**src/rtl/seq_divider_pkg.sv**
```systemverilog
// Shared types and latency constants for the sequential restoring divider.
package div_pkg;

  typedef enum logic [1:0] {
    IDLE = 2'd0,
    PREP = 2'd1,
    ITER = 2'd2,
    FIX  = 2'd3
  } state_t;

  localparam int DBZ_LATENCY = 2;

  // Edges from the start-sampling edge to the first cycle with done visible.
  function automatic int latency(input int width);
    return width + 2;
  endfunction

endpackage

```
**src/rtl/seq_divider_if.sv**
```systemverilog
// Start/busy/done handshake and operand/result bus of the divider.
interface seq_divider_if #(parameter int WIDTH = 32);
  logic             start;
  logic             is_signed;
  logic [WIDTH-1:0] dividend;
  logic [WIDTH-1:0] divisor;
  logic             busy;
  logic             done;
  logic [WIDTH-1:0] quotient;
  logic [WIDTH-1:0] remainder;
  logic             div_by_zero;

  modport master (
    output start, is_signed, dividend, divisor,
    input  busy, done, quotient, remainder, div_by_zero
  );

  modport slave (
    input  start, is_signed, dividend, divisor,
    output busy, done, quotient, remainder, div_by_zero
  );
endinterface

```
**src/rtl/seq_divider_step.sv**
```systemverilog
// One combinational restoring-division iteration: shift in a dividend bit, trial-subtract.
module div_step #(
    parameter int WIDTH = 32
) (
    input  logic [WIDTH-1:0] rem_i,
    input  logic             bit_i,
    input  logic [WIDTH-1:0] div_i,
    output logic [WIDTH-1:0] rem_o,
    output logic             q_o
);
    logic [WIDTH:0] shifted;
    logic [WIDTH:0] diff;

    // One extra bit so the shifted remainder can never overflow.
    assign shifted = {rem_i, bit_i};
    assign diff    = shifted - {1'b0, div_i};
    assign q_o     = (shifted >= {1'b0, div_i});
    // Restored remainder is always below the divisor, so WIDTH bits suffice.
    assign rem_o   = q_o ? diff[WIDTH-1:0] : shifted[WIDTH-1:0];
endmodule

```
**src/rtl/seq_divider.sv**
```systemverilog
// Multi-cycle restoring divider, one quotient bit per clock, optional two's-complement mode.
module seq_divider
    import div_pkg::*;
#(
    parameter int WIDTH     = 32,
    parameter bit SIGNED_EN = 1'b1
) (
    input  logic          clock,
    input  logic          reset_n,
    seq_divider_if.slave  bus
);
    localparam int CW = (WIDTH > 2) ? $clog2(WIDTH) : 1;

    state_t           state_q;
    logic [WIDTH-1:0] a_q, b_q, r_q, quo_q, rem_q;
    logic [CW-1:0]    cnt_q;
    logic             sgn_q, qneg_q, rneg_q, zero_q;
    logic             busy_q, done_q, dbz_q;
    logic [WIDTH-1:0] r_d;
    logic             qbit;

    div_step #(.WIDTH(WIDTH)) u_step (
        .rem_i (r_q),
        .bit_i (a_q[WIDTH-1]),
        .div_i (b_q),
        .rem_o (r_d),
        .q_o   (qbit)
    );

    always_ff @(posedge clock or negedge reset_n) begin
        if (!reset_n) begin
            state_q <= IDLE;
            a_q     <= '0;
            b_q     <= '0;
            r_q     <= '0;
            quo_q   <= '0;
            rem_q   <= '0;
            cnt_q   <= '0;
            sgn_q   <= 1'b0;
            qneg_q  <= 1'b0;
            rneg_q  <= 1'b0;
            zero_q  <= 1'b0;
            busy_q  <= 1'b0;
            done_q  <= 1'b0;
            dbz_q   <= 1'b0;
        end else begin
            done_q <= 1'b0;
            case (state_q)
                IDLE: if (bus.start) begin
                    a_q     <= bus.dividend;
                    b_q     <= bus.divisor;
                    sgn_q   <= bus.is_signed & SIGNED_EN;
                    busy_q  <= 1'b1;
                    state_q <= PREP;
                end
                PREP: begin
                    r_q    <= '0;
                    cnt_q  <= CW'(WIDTH - 1);
                    zero_q <= (b_q == '0);
                    qneg_q <= sgn_q & (a_q[WIDTH-1] ^ b_q[WIDTH-1]);
                    rneg_q <= sgn_q & a_q[WIDTH-1];
                    // Divide-by-zero keeps the raw dividend so it can be returned as the remainder.
                    if (b_q == '0) begin
                        state_q <= FIX;
                    end else begin
                        if (sgn_q && a_q[WIDTH-1]) a_q <= -a_q;
                        if (sgn_q && b_q[WIDTH-1]) b_q <= -b_q;
                        state_q <= ITER;
                    end
                end
                ITER: begin
                    r_q <= r_d;
                    a_q <= {a_q[WIDTH-2:0], qbit};
                    if (cnt_q == '0) state_q <= FIX;
                    else             cnt_q   <= cnt_q - CW'(1);
                end
                FIX: begin
                    if (zero_q) begin
                        quo_q <= '1;
                        rem_q <= a_q;
                        dbz_q <= 1'b1;
                    end else begin
                        quo_q <= qneg_q ? -a_q : a_q;
                        rem_q <= rneg_q ? -r_q : r_q;
                        dbz_q <= 1'b0;
                    end
                    done_q  <= 1'b1;
                    busy_q  <= 1'b0;
                    state_q <= IDLE;
                end
                default: state_q <= IDLE;
            endcase
        end
    end

    assign bus.busy        = busy_q;
    assign bus.done        = done_q;
    assign bus.quotient    = quo_q;
    assign bus.remainder   = rem_q;
    assign bus.div_by_zero = dbz_q;
endmodule

```
**src/flat_wrapper.sv**
```systemverilog
// flat-port wrapper written by rule: the top's interface ports become plain ports
module seq_divider_flat import div_pkg::*;
#(
    parameter int WIDTH     = 32,
    parameter bit SIGNED_EN = 1'b1
)
  (clock, reset_n, bus_start, bus_is_signed, bus_dividend, bus_divisor, bus_busy, bus_done, bus_quotient, bus_remainder, bus_div_by_zero);
  seq_divider_if #(.WIDTH(WIDTH)) bus_i ();
  input  logic clock;
  input  logic reset_n;
  input wire logic [$bits(bus_i.start)-1:0] bus_start;
  input wire logic [$bits(bus_i.is_signed)-1:0] bus_is_signed;
  input wire logic [$bits(bus_i.dividend)-1:0] bus_dividend;
  input wire logic [$bits(bus_i.divisor)-1:0] bus_divisor;
  output wire logic [$bits(bus_i.busy)-1:0] bus_busy;
  output wire logic [$bits(bus_i.done)-1:0] bus_done;
  output wire logic [$bits(bus_i.quotient)-1:0] bus_quotient;
  output wire logic [$bits(bus_i.remainder)-1:0] bus_remainder;
  output wire logic [$bits(bus_i.div_by_zero)-1:0] bus_div_by_zero;
  assign bus_i.start = bus_start;
  assign bus_i.is_signed = bus_is_signed;
  assign bus_i.dividend = bus_dividend;
  assign bus_i.divisor = bus_divisor;
  assign bus_busy = bus_i.busy;
  assign bus_done = bus_i.done;
  assign bus_quotient = bus_i.quotient;
  assign bus_remainder = bus_i.remainder;
  assign bus_div_by_zero = bus_i.div_by_zero;
  seq_divider #(.WIDTH(WIDTH), .SIGNED_EN(SIGNED_EN)) u_core (.clock(clock), .reset_n(reset_n), .bus(bus_i));
endmodule
```
**config.mk**
```make
export PLATFORM = sky130hd
export DESIGN_NAME = seq_divider_flat
export DESIGN_NICKNAME = d
export VERILOG_FILES = /design/src/rtl/seq_divider_pkg.sv /design/src/rtl/seq_divider_if.sv /design/src/rtl/seq_divider_step.sv /design/src/rtl/seq_divider.sv /design/src/flat_wrapper.sv
export SDC_FILE = /design/constraint.sdc
export NUM_CORES = 1
export LEC_CHECK = 0
export CELL_PAD_IN_SITES_DETAIL_PLACEMENT = 1
export CELL_PAD_IN_SITES_GLOBAL_PLACEMENT = 1
export CORE_UTILIZATION = 43
export DETAILED_ROUTE_END_ITERATION = 10
export GPL_ROUTABILITY_DRIVEN = 0
export HOLD_SLACK_MARGIN = 0.15
export PLACE_DENSITY_LB_ADDON = 0.1
export SLEW_MARGIN = 0
export SYNTH_ARGS = -nofsm -noshare
export SYNTH_HDL_FRONTEND = slang
export SYNTH_HIERARCHICAL = 1
export SYNTH_SLANG_ARGS = --single-unit
```
**constraint.sdc**
```tcl
create_clock -name clock -period 3.4 [get_ports clock]
set_input_delay 0.51 -clock clock [delete_from_list [all_inputs] [get_ports clock]]
set_output_delay 0.51 -clock clock [all_outputs]
set_load 0.01 [all_outputs]
```
# ---- Word level (Yosys, flattened, before mapping)
# Cells that the tools add are included.
dict set report totals {
  reg_bits 174
  elab_cells 71
}
dict set report op_classes {
  n_lt_le_gt_ge 1
  n_eq_ne 9
  n_bitwise 3
  muxes 24
  add_sub_neg 5
  n_reduce_logical 15
}
# operator count
set op_table {}
lappend op_table {{$mux 32} 11}
lappend op_table {{$pmux 32 s2} 2}
lappend op_table {{$neg 32->32} 3}
lappend op_table {{$pmux 32 s3} 1}
lappend op_table {{$ge 33x32->1} 1}
lappend op_table {{$logic_not 32->1} 1}
lappend op_table {{$sub 32x32->32} 1}
lappend op_table {{$pmux 5 s2} 1}
lappend op_table {{$pmux 2 s4} 1}
lappend op_table {{$reduce_and 2->1} 4}
lappend op_table {{$reduce_and 4->1} 2}
lappend op_table {{$ne 2x1->1 const B} 3}
lappend op_table {{$ne 2x2->1 const B} 3}
lappend op_table {{$reduce_bool 2->1} 3}
lappend op_table {{$logic_not 5->1} 1}
lappend op_table {{$mux 5} 1}
lappend op_table {{$sub 5x1->5 const B} 1}
lappend op_table {{$eq 2x2->1 const B} 2}
lappend op_table {{$mux 1} 4}
lappend op_table {{$mux 2} 2}
lappend op_table {{$reduce_bool 3->1} 1}
lappend op_table {{$and 1x1->1} 2}
lappend op_table {{$eq 2x1->1 const B} 1}
lappend op_table {{$logic_and 1x1->1} 2}
lappend op_table {{other kinds (3)} 3}

# ---- Logic depth before layout (Yosys ltp)
# Gate-level depths: netlist of run 1.
dict set report depth {
  depth_word 4
  mapped_depth 15
  mapped_depth_nobuf 14
}

# ---- Hierarchy
# Netlist of run 1, hierarchy kept.
# module instances area_per_inst_um2 cells_each seq_area_each_um2
set by_module_without_submodules {}
lappend by_module_without_submodules {seq_divider 1 10129.7 1201 4354.2}
lappend by_module_without_submodules {div_step 1 2229.6 315 0.0}

# ---- Worst setup path after synthesis of run 1
# OpenSTA, ideal clock, no wires.
dict set report synth_timing {
  path_type {register to register}
  start {register u_core.b_q[8]}
  end {register u_core.r_q[30]}
  setup_ns 0.134
  setup_slack_ns 0.365
  n_path_buf 2
  path_stages_with_launch 16
  t_arrival_ns 2.901
  period_less_slack_ns 3.035
  cell_sequence {dfrtp_1 > inv_1 > ha_1 > clkbuf_1 > a21o_1 > a31oi_1 > nor2_1 > a31oi_1 > o31ai_1 > a211oi_2 > nor3_1 > nor3_4 > buf_6 > mux2_2 > nand3_1 > o21ai_0}
}
dict set report synth_via {
  elab_chain_cells 3
  word_cells_on_any_way 4
}
# element line
set synth_rtl {}
lappend synth_rtl {{start: declaration} seq_divider.sv:15} ;# logic [WIDTH-1:0] a_q, b_q, r_q, quo_q, rem_q;
lappend synth_rtl {{start signal: assignment} seq_divider.sv:51} ;# b_q <= bus.divisor;
lappend synth_rtl {{start signal: assignment} seq_divider.sv:67} ;# if (sgn_q && b_q[WIDTH-1]) b_q <= -b_q;
lappend synth_rtl {{$sub 32x32->32 / $ge 33x32->1 (equally long branches)} {seq_divider_step.sv:16, seq_divider_step.sv:17}}
lappend synth_rtl {{$mux 32 *} seq_divider_step.sv:19} ;# assign rem_o = q_o ? diff[WIDTH-1:0] : shifted[WIDTH-1:0];
lappend synth_rtl {{via u_core.r_d[30]} seq_divider.sv:19} ;# logic [WIDTH-1:0] r_d;
lappend synth_rtl {{$pmux 32 s2 *} seq_divider.sv:48} ;# case (state_q)
lappend synth_rtl {{end signal: assignment} seq_divider.sv:72} ;# r_q <= r_d;
lappend synth_rtl {{end: declaration} seq_divider.sv:15}
# The timed path passes the listed nets; every way through them passes the cells marked *.
# A chain may end at the register's enable or synchronous reset.

# ---- Final worst setup path of run 1
dict set report layout_timing {
  start {register u_core.b_q[11]}
  end {register u_core.r_q[29]}
}
# Same word-level chain as after synthesis.

==> results of run 1 <==
[sequential cells by signal (all words and copies together), names as in the netlist]
| name | cells |
|---|---|
| u_core/a_q | 32 |
| u_core/b_q | 32 |
| u_core/bus.busy | 1 |
| u_core/bus.div_by_zero | 1 |
| u_core/bus.done | 1 |
| u_core/bus.quotient | 32 |
| u_core/bus.remainder | 32 |
| u_core/cnt_q | 5 |
| u_core/qneg_q | 1 |
| u_core/r_q | 32 |
| u_core/rneg_q | 1 |
| u_core/sgn_q | 1 |
| u_core/state_q | 2 |
| u_core/zero_q | 1 |
[cell usage after synthesis, drive strengths merged (7+ instances only)]
master	number
o21ai	194
and3	7
dfrtp	174
ha	41
mux2	45
nor2b	23
a21o	24
o31ai	19
a31oi	33
mux2i	10
inv	114
xnor2	48
nor4	18
or3	10
a222oi	9
nor3	37
nand4	13
nand2	119
or4	14
clkbuf	103
o41ai	9
nor2	100
a22o	10
o2bb2ai	7
a22oi	16
buf	16
nand3	74
xor2	43
a211oi	12
o22ai	7
nand2b	13
a21oi	87
[worst max-delay path, delay by kind of cell (launching register included)]
| family | cells | cell delay, ns |
|---|---|---|
| AOI/OAI and AO/OA | 7 | 1.26 |
| adders and majority gates | 1 | 0.33 |
| DFF | 1 | 0.37 |
| and+or+nand+nor | 3 | 0.37 |
| muxes | 1 | 0.35 |
| buffers and inverters | 3 | 0.40 |
[how the worst max path moves through the flow]
stage                        start        endpoint  slack (ns)  depth (start not counted)
floorplan            u_core/b_q[8]  u_core/r_q[30]        0.37                         15
global placement    u_core/r_q[12]  u_core/r_q[30]        0.19                         13
detailed placement   u_core/r_q[0]  u_core/r_q[18]        0.06                         13
CTS                  u_core/r_q[0]  u_core/r_q[29]       0.006                         13
global route        u_core/r_q[12]  u_core/r_q[29]       -0.05                         14
finish              u_core/b_q[11]  u_core/r_q[29]        0.12                         15
[final cells by class]
type                    count  share of cell area
repair buffers            229               0.141
clock inverters            14             0.00951
multi-input cells        1109               0.473
clock buffers              18              0.0290
diodes                      2            0.000331
inverters                 114              0.0283
flip-flops and latches    174               0.288
well taps                 378              0.0312
[cell families after synthesis]
family / count (synthesis) / synth area share
buffers and inverters: 233 / 0.0733
XOR/XNOR: 91 / 0.0645
adder cells (fa/ha/maj): 42 / 0.0431
multiplexers: 55 / 0.0491
flip-flops: 174 / 0.352
AND/OR/NAND/NOR: 448 / 0.178
AO/OA/AOI/OAI: 473 / 0.239
[placed cells by master, fill, tap and decap left out, types with 9 or more instances in the layout]
cell and n:
nand4_1 13, nor2_1 100, xor2_1 43, nor2b_1 22
a22o_1 10, a211oi_1 11, clkdlybuf4s50_1 133, o21ai_1 19
or4_1 12, nand2b_1 13, buf_4 88, o31ai_1 16
or3_1 9, nor3_1 35, mux2_2 43, nand3_1 74
a222oi_1 9, a22oi_1 16, dfrtp_1 173, mux2i_1 10
a31oi_1 30, o21ai_0 174, inv_1 114, a21o_1 24
ha_1 38, xnor2_1 48, a21oi_1 86, nand2_1 119
nor4_1 17, clkbuf_16 17
[routing by layer]
layer | global-route usage | up-vias | wire (um)
met2 | 0.528 | 362 | 21900
met5 | 0 | - | 0
met4 | 0.137 | 0 | 1820
li1 | - | 5651 | -
met1 | 0.400 | 6150 | 19500
met3 | 0.0377 | 95 | 1920
[power by group through the flow]
stage | sequential (W) | clock, W | combinational [W]
global placement | 0.00374 | 0 | 0.00771
finish | 0.00374 | 0.00198 | 0.00806
global route | 0.00385 | 0.00209 | 0.00877
detailed placement | 0.00378 | 0 | 0.00793
CTS | 0.00374 | 0.00202 | 0.00801
floorplan | 0.00355 | 0 | 0.00489
[stage by stage]
stage           util  hold WS, ns  power, W
2_1_floorplan      -        0.214   0.00844
3_3_place_gp   0.517        0.458    0.0115
3_5_place_dp   0.517        0.485    0.0117
4_1_cts        0.538        0.495    0.0138
5_1_grt        0.540        0.536    0.0147
6_report       0.540        0.499    0.0138
[repair_timing]
item,in CTS,in global routing
hold buffers,1,0
endpoints found under the setup margin,0,30
hold endpoints to repair,12,0
gates resized for setup,0,7
setup buffers,0,3
==> results.cfg, run 1 <==
[outcome]
status = finished, final reports clean

[synth]
netlist_area_um2 = 12400
synthArstFlopShare = 1.00
synth_ff_type = dfrtp_1
syn_nets = 1626
synth_area_leader_cell = dfrtp_1
synthDistinctLibCells = 77
synth.yosys.seq_area_share = 0.352
synth.avg_cell_area_um2 = 8.15
synth_seq_cells = 174
synthCells = 1516
yosysTopAreaCellShare = 0.352
yosysWarnings = 6
synth-edff-count = 0
synth_area_leaders = dfrtp_1 35%, o21ai_0 7.0%, ha_1 4.2%

[power_and_ir_drop]
pwr-share-seq = 0.272
power_frac_comb = 0.585
p_leak_nw = 6.60
swShare = 0.491
p_int_w = 0.00701
irDropWorstVdd_uv = 824
power.switching_w = 0.00677
clockPowerShare = 0.144
powerDensity_nw_per_um2 = 911

[floorplanning]
core_area_um2 = 28000
initial_core_util = 0.441
dieArea_um2 = 29400
io_pins = 135
fp.dieH_um = 172
die_w_um = 172
rows = 61

[global_routing]
grt_max_degree = 86
grt_pass1_vias = 12500
grtUsageTotal = 0.312
antenna_found_initial = 1
grt_pass1_wl_um = 70200
grt-ovfl-total = 0

[worst_setup_path]
worstSetupStartpointType = flop
critical_path_arrival_ns = 3.54
critPathCaptureType = flop
r2r-end = u_core/r_q[29]
worst-r2r-cell-count = 15
rrSetupSlack_ns = 0.12
crit_fanout = 16
cp_cell_sequence = inv_1 -> ha_1 -> a21oi_2 -> a21boi_1 -> a31oi_2 -> a2bb2oi_1 -> o31ai_2 -> a211oi_2 -> nor3_2 -> nor3_4 -> buf_4 -> buf_12 -> mux2_2 -> nand3_1 -> o21ai_0
max_stage_delay_ns = 0.37
path_class = reg2reg
rr_startpoint = u_core/b_q[11]
slowest_stage = dfrtp_1
crit_required_ns = 3.66

[drt]
via_count = 12300
drc_errors = 0
wl_um = 45100
drt_iter0_drc = 839
first_pass_iters = 5
wl_per_cell_um = 22.1
via_per_inst = 6.01
ant_nets = 0

[worst_hold_path]
hold_end = u_core/cnt_q[0]
min-delay-start = u_core/cnt_q[0]
holdPathStages = 1
hold_class = reg2reg

[finish]
final_area_um2 = 15100
seq_area_um2 = 4360
layout.nets = 1755
drive_gt1_frac = 0.121
multiInputGateArea_um2 = 7160
final_cells = 2038
fill_cells = 3356
syn2layout_area_growth_pct = 22.5

[clock_network]
cts_max_level = 4
worstSkewPairLatency_ns = 0.44
cts_tree = built
root_buffer = clkbuf_16
clkSlewWorstSetupHoldPaths_ns = 0.07
clockBufferDepth = 2
cts_sinks = 174
cts_inserted_buffers = 17

[timing]
final.min_clock_period_ns = 3.28
hold_viol_final = 0
fin_tns_setup_ns = 0
skew_ns = 0.0252
maxSlewHeadroom = 0.430
clock.fmax_mhz = 305
drv_slew = 0
finalCritPeriodShare = 0.965
finalSetupViolCount = 0
worst_slack_ns = 0.118
worst_pin_slew_ns = 0.854

[flow_run]
cap_violations = 0

[placement]
place_ws_ns = 0.0622
hpwl_um = 33100
place_area_um2 = 14500
dp_cells = 2000
io_buffers = 134
Note: power is estimated with default switching activity, not from simulation.
==> run 2, diff against run 1 <==
CORE_MARGIN = 2   (was unset)
==> run 2 against run 1 <==
Global-route usage fell by 0.74 points; sequential power rose by 2%; die area rose by 2.3%; via count rose by 0.37%; design area rose by 0.54%; utilization fell by 0.59 points; non-clock buffer count rose by 10; clock skew fell by 0.0092 ns; hold slack got worse by 0.048 ns; register-to-register slack improved by 0.06 ns; maximum frequency rose by 1.9%; clock power rose by 2%; critical endpoint is now u_core/r_q[3]; highest routed layer is now met5.
==> results.cfg, run 2 (same netlist as run 1, synthesis figures left out) <==
[finish]
post-route-util = 0.534
final_cells = 2051
layout.nets = 1765
drive_gt1_frac = 0.126
seq_area_um2 = 4350
fill_cells = 3443
layout_common_cells = 174 x dfrtp_1, 172 x o21ai_0, 133 x clkdlybuf4s50_1, 119 x nand2_1, 114 x inv_1
final_common_cell = dfrtp_1
syn2layout_area_growth_pct = 23.1
multiInputGateArea_um2 = 7160
n_antenna_cell = 0

[clock_network]
cts_sinks = 174
clkSlewWorstSetupHoldPaths_ns = 0.08
clockBufferDepth = 2
root_buffer = clkbuf_16
cts_tree = built
worstSkewPairLatency_ns = 0.45
cts_max_level = 4
cts_inserted_buffers = 17

[global_routing]
grtUsageTotal = 0.305
grt-ovfl-total = 0
grt_pass1_vias = 12800
grt_pass1_wl_um = 72600
grt_max_degree = 101
antenna_found_initial = 1

[timing]
skew_ns = 0.0160
final.min_clock_period_ns = 3.22
worst_pin_slew_ns = 0.845
maxSlewHeadroom = 0.437
hold_viol_final = 0
finalSetupViolCount = 0
drv_slew = 0
clock.fmax_mhz = 310
finalCritPeriodShare = 0.948

[worst_setup_path]
critical_path_arrival_ns = 3.51
crit_required_ns = 3.69
rr_startpoint = u_core/b_q[13]
worstSetupStartpointType = flop
critPathLaunch = u_core/b_q[13]
crit_fanout = 6
path_class = reg2reg
critPathCaptureType = flop

[outcome]
status = finished, final reports clean

[floorplanning]
rows = 62
fp.dieH_um = 174
io_pins = 135
initial_core_util = 0.434
core_area_um2 = 28500
dieArea_um2 = 30100
die_w_um = 174

[drt]
ant_nets = 0
drt_iter0_drc = 1102
via_per_inst = 6.00
drc_errors = 0
wl_per_cell_um = 22.2
via_count = 12300
wl_um = 45600
first_pass_iters = 5

[power_and_ir_drop]
irDropWorstVdd_uv = 622
powerDensity_nw_per_um2 = 913
p_total_w = 0.0139
p_leak_nw = 6.64

[placement]
hpwl_um = 33300
dp_cells = 2015
io_buffers = 134

[flow_run]
cap_violations = 0

[worst_hold_path]
hold_class = in2async
run 2: timing repair:
| action | in CTS | in global routing |
|---|---|---|
| setup endpoints to repair | 24 | 30 |
| endpoints found under the hold margin | 11 | 0 |
| hold buffers | 1 | 0 |
| pin swaps | 1 | 3 |
| cloned | 0 | 1 |
| resized for setup | 0 | 8 |
| buffers inserted | 1 | 2 |
run 2: path summary, 6_finish.rpt:
path                                                to  cells past startpoint  slack, ns
min in group clock                     u_core/cnt_q[0]                      1       0.50
worst max register to register           u_core/r_q[3]                     15       0.18
worst min register to register         u_core/cnt_q[0]                      1       0.50
worst max-delay path                     u_core/r_q[3]                     15       0.18
worst min-delay path            u_core/bus.quotient[8]                      2       0.45
max in group asynchronous               u_core/b_q[26]                      3       2.12
run 2: metal layers:
metal  part of all wire  global-route usage  wire length (um)  vias up
met4              0.024              0.0907              1110        2
met2               0.51               0.549             23500      337
li1                   -                   -                 -     5679
met1               0.42               0.381             19100     6225
met3              0.043              0.0395              1980       60
met5            0.00028                   0                13        -
run 2: cell type report:
cell class | count | area share
flip-flops and latches | 174 | 0.286
inverters | 114 | 0.0281
clock inverters | 13 | 0.00929
multi-input cells | 1109 | 0.471
clock buffers | 18 | 0.0289
repair buffers | 239 | 0.145
well taps | 384 | 0.0316
run 2: power by group:
group | leakage [nW] | switching (W) | internal [W] | total, W
clock network | 0.266 | 0.000916 | 0.00110 | 0.00202
logic | 4.19 | 0.00486 | 0.00322 | 0.00808
registers | 2.19 | 0.000956 | 0.00284 | 0.00380
run 2: stage by stage:
stage	TNS, ns	hold WS (ns)	worst slack (ns)	area [um^2]
floorplan	0	0.214	0.365	12400
global placement	-0.0318	0.349	-0.0116	14500
detailed placement	-1.95	0.349	-0.141	14500
CTS	0	0.442	0.0904	15100
global route	-0.147	0.453	-0.0319	15200
finish	0	0.450	0.178	15200
run 2: critical path: stages (launching register included):
cell,delay (ns)
dfrtp_1,0.37
inv_1,0.06
ha_1,0.29
a21o_1,0.20
a21o_1,0.18
a31oi_1,0.23
a2bb2oi_2,0.18
o31ai_2,0.11
a211oi_2,0.27
nor3_1,0.11
nor3_4,0.19
buf_4,0.17
buf_4,0.16
mux2_2,0.33
nand3_1,0.09
o21ai_0,0.11
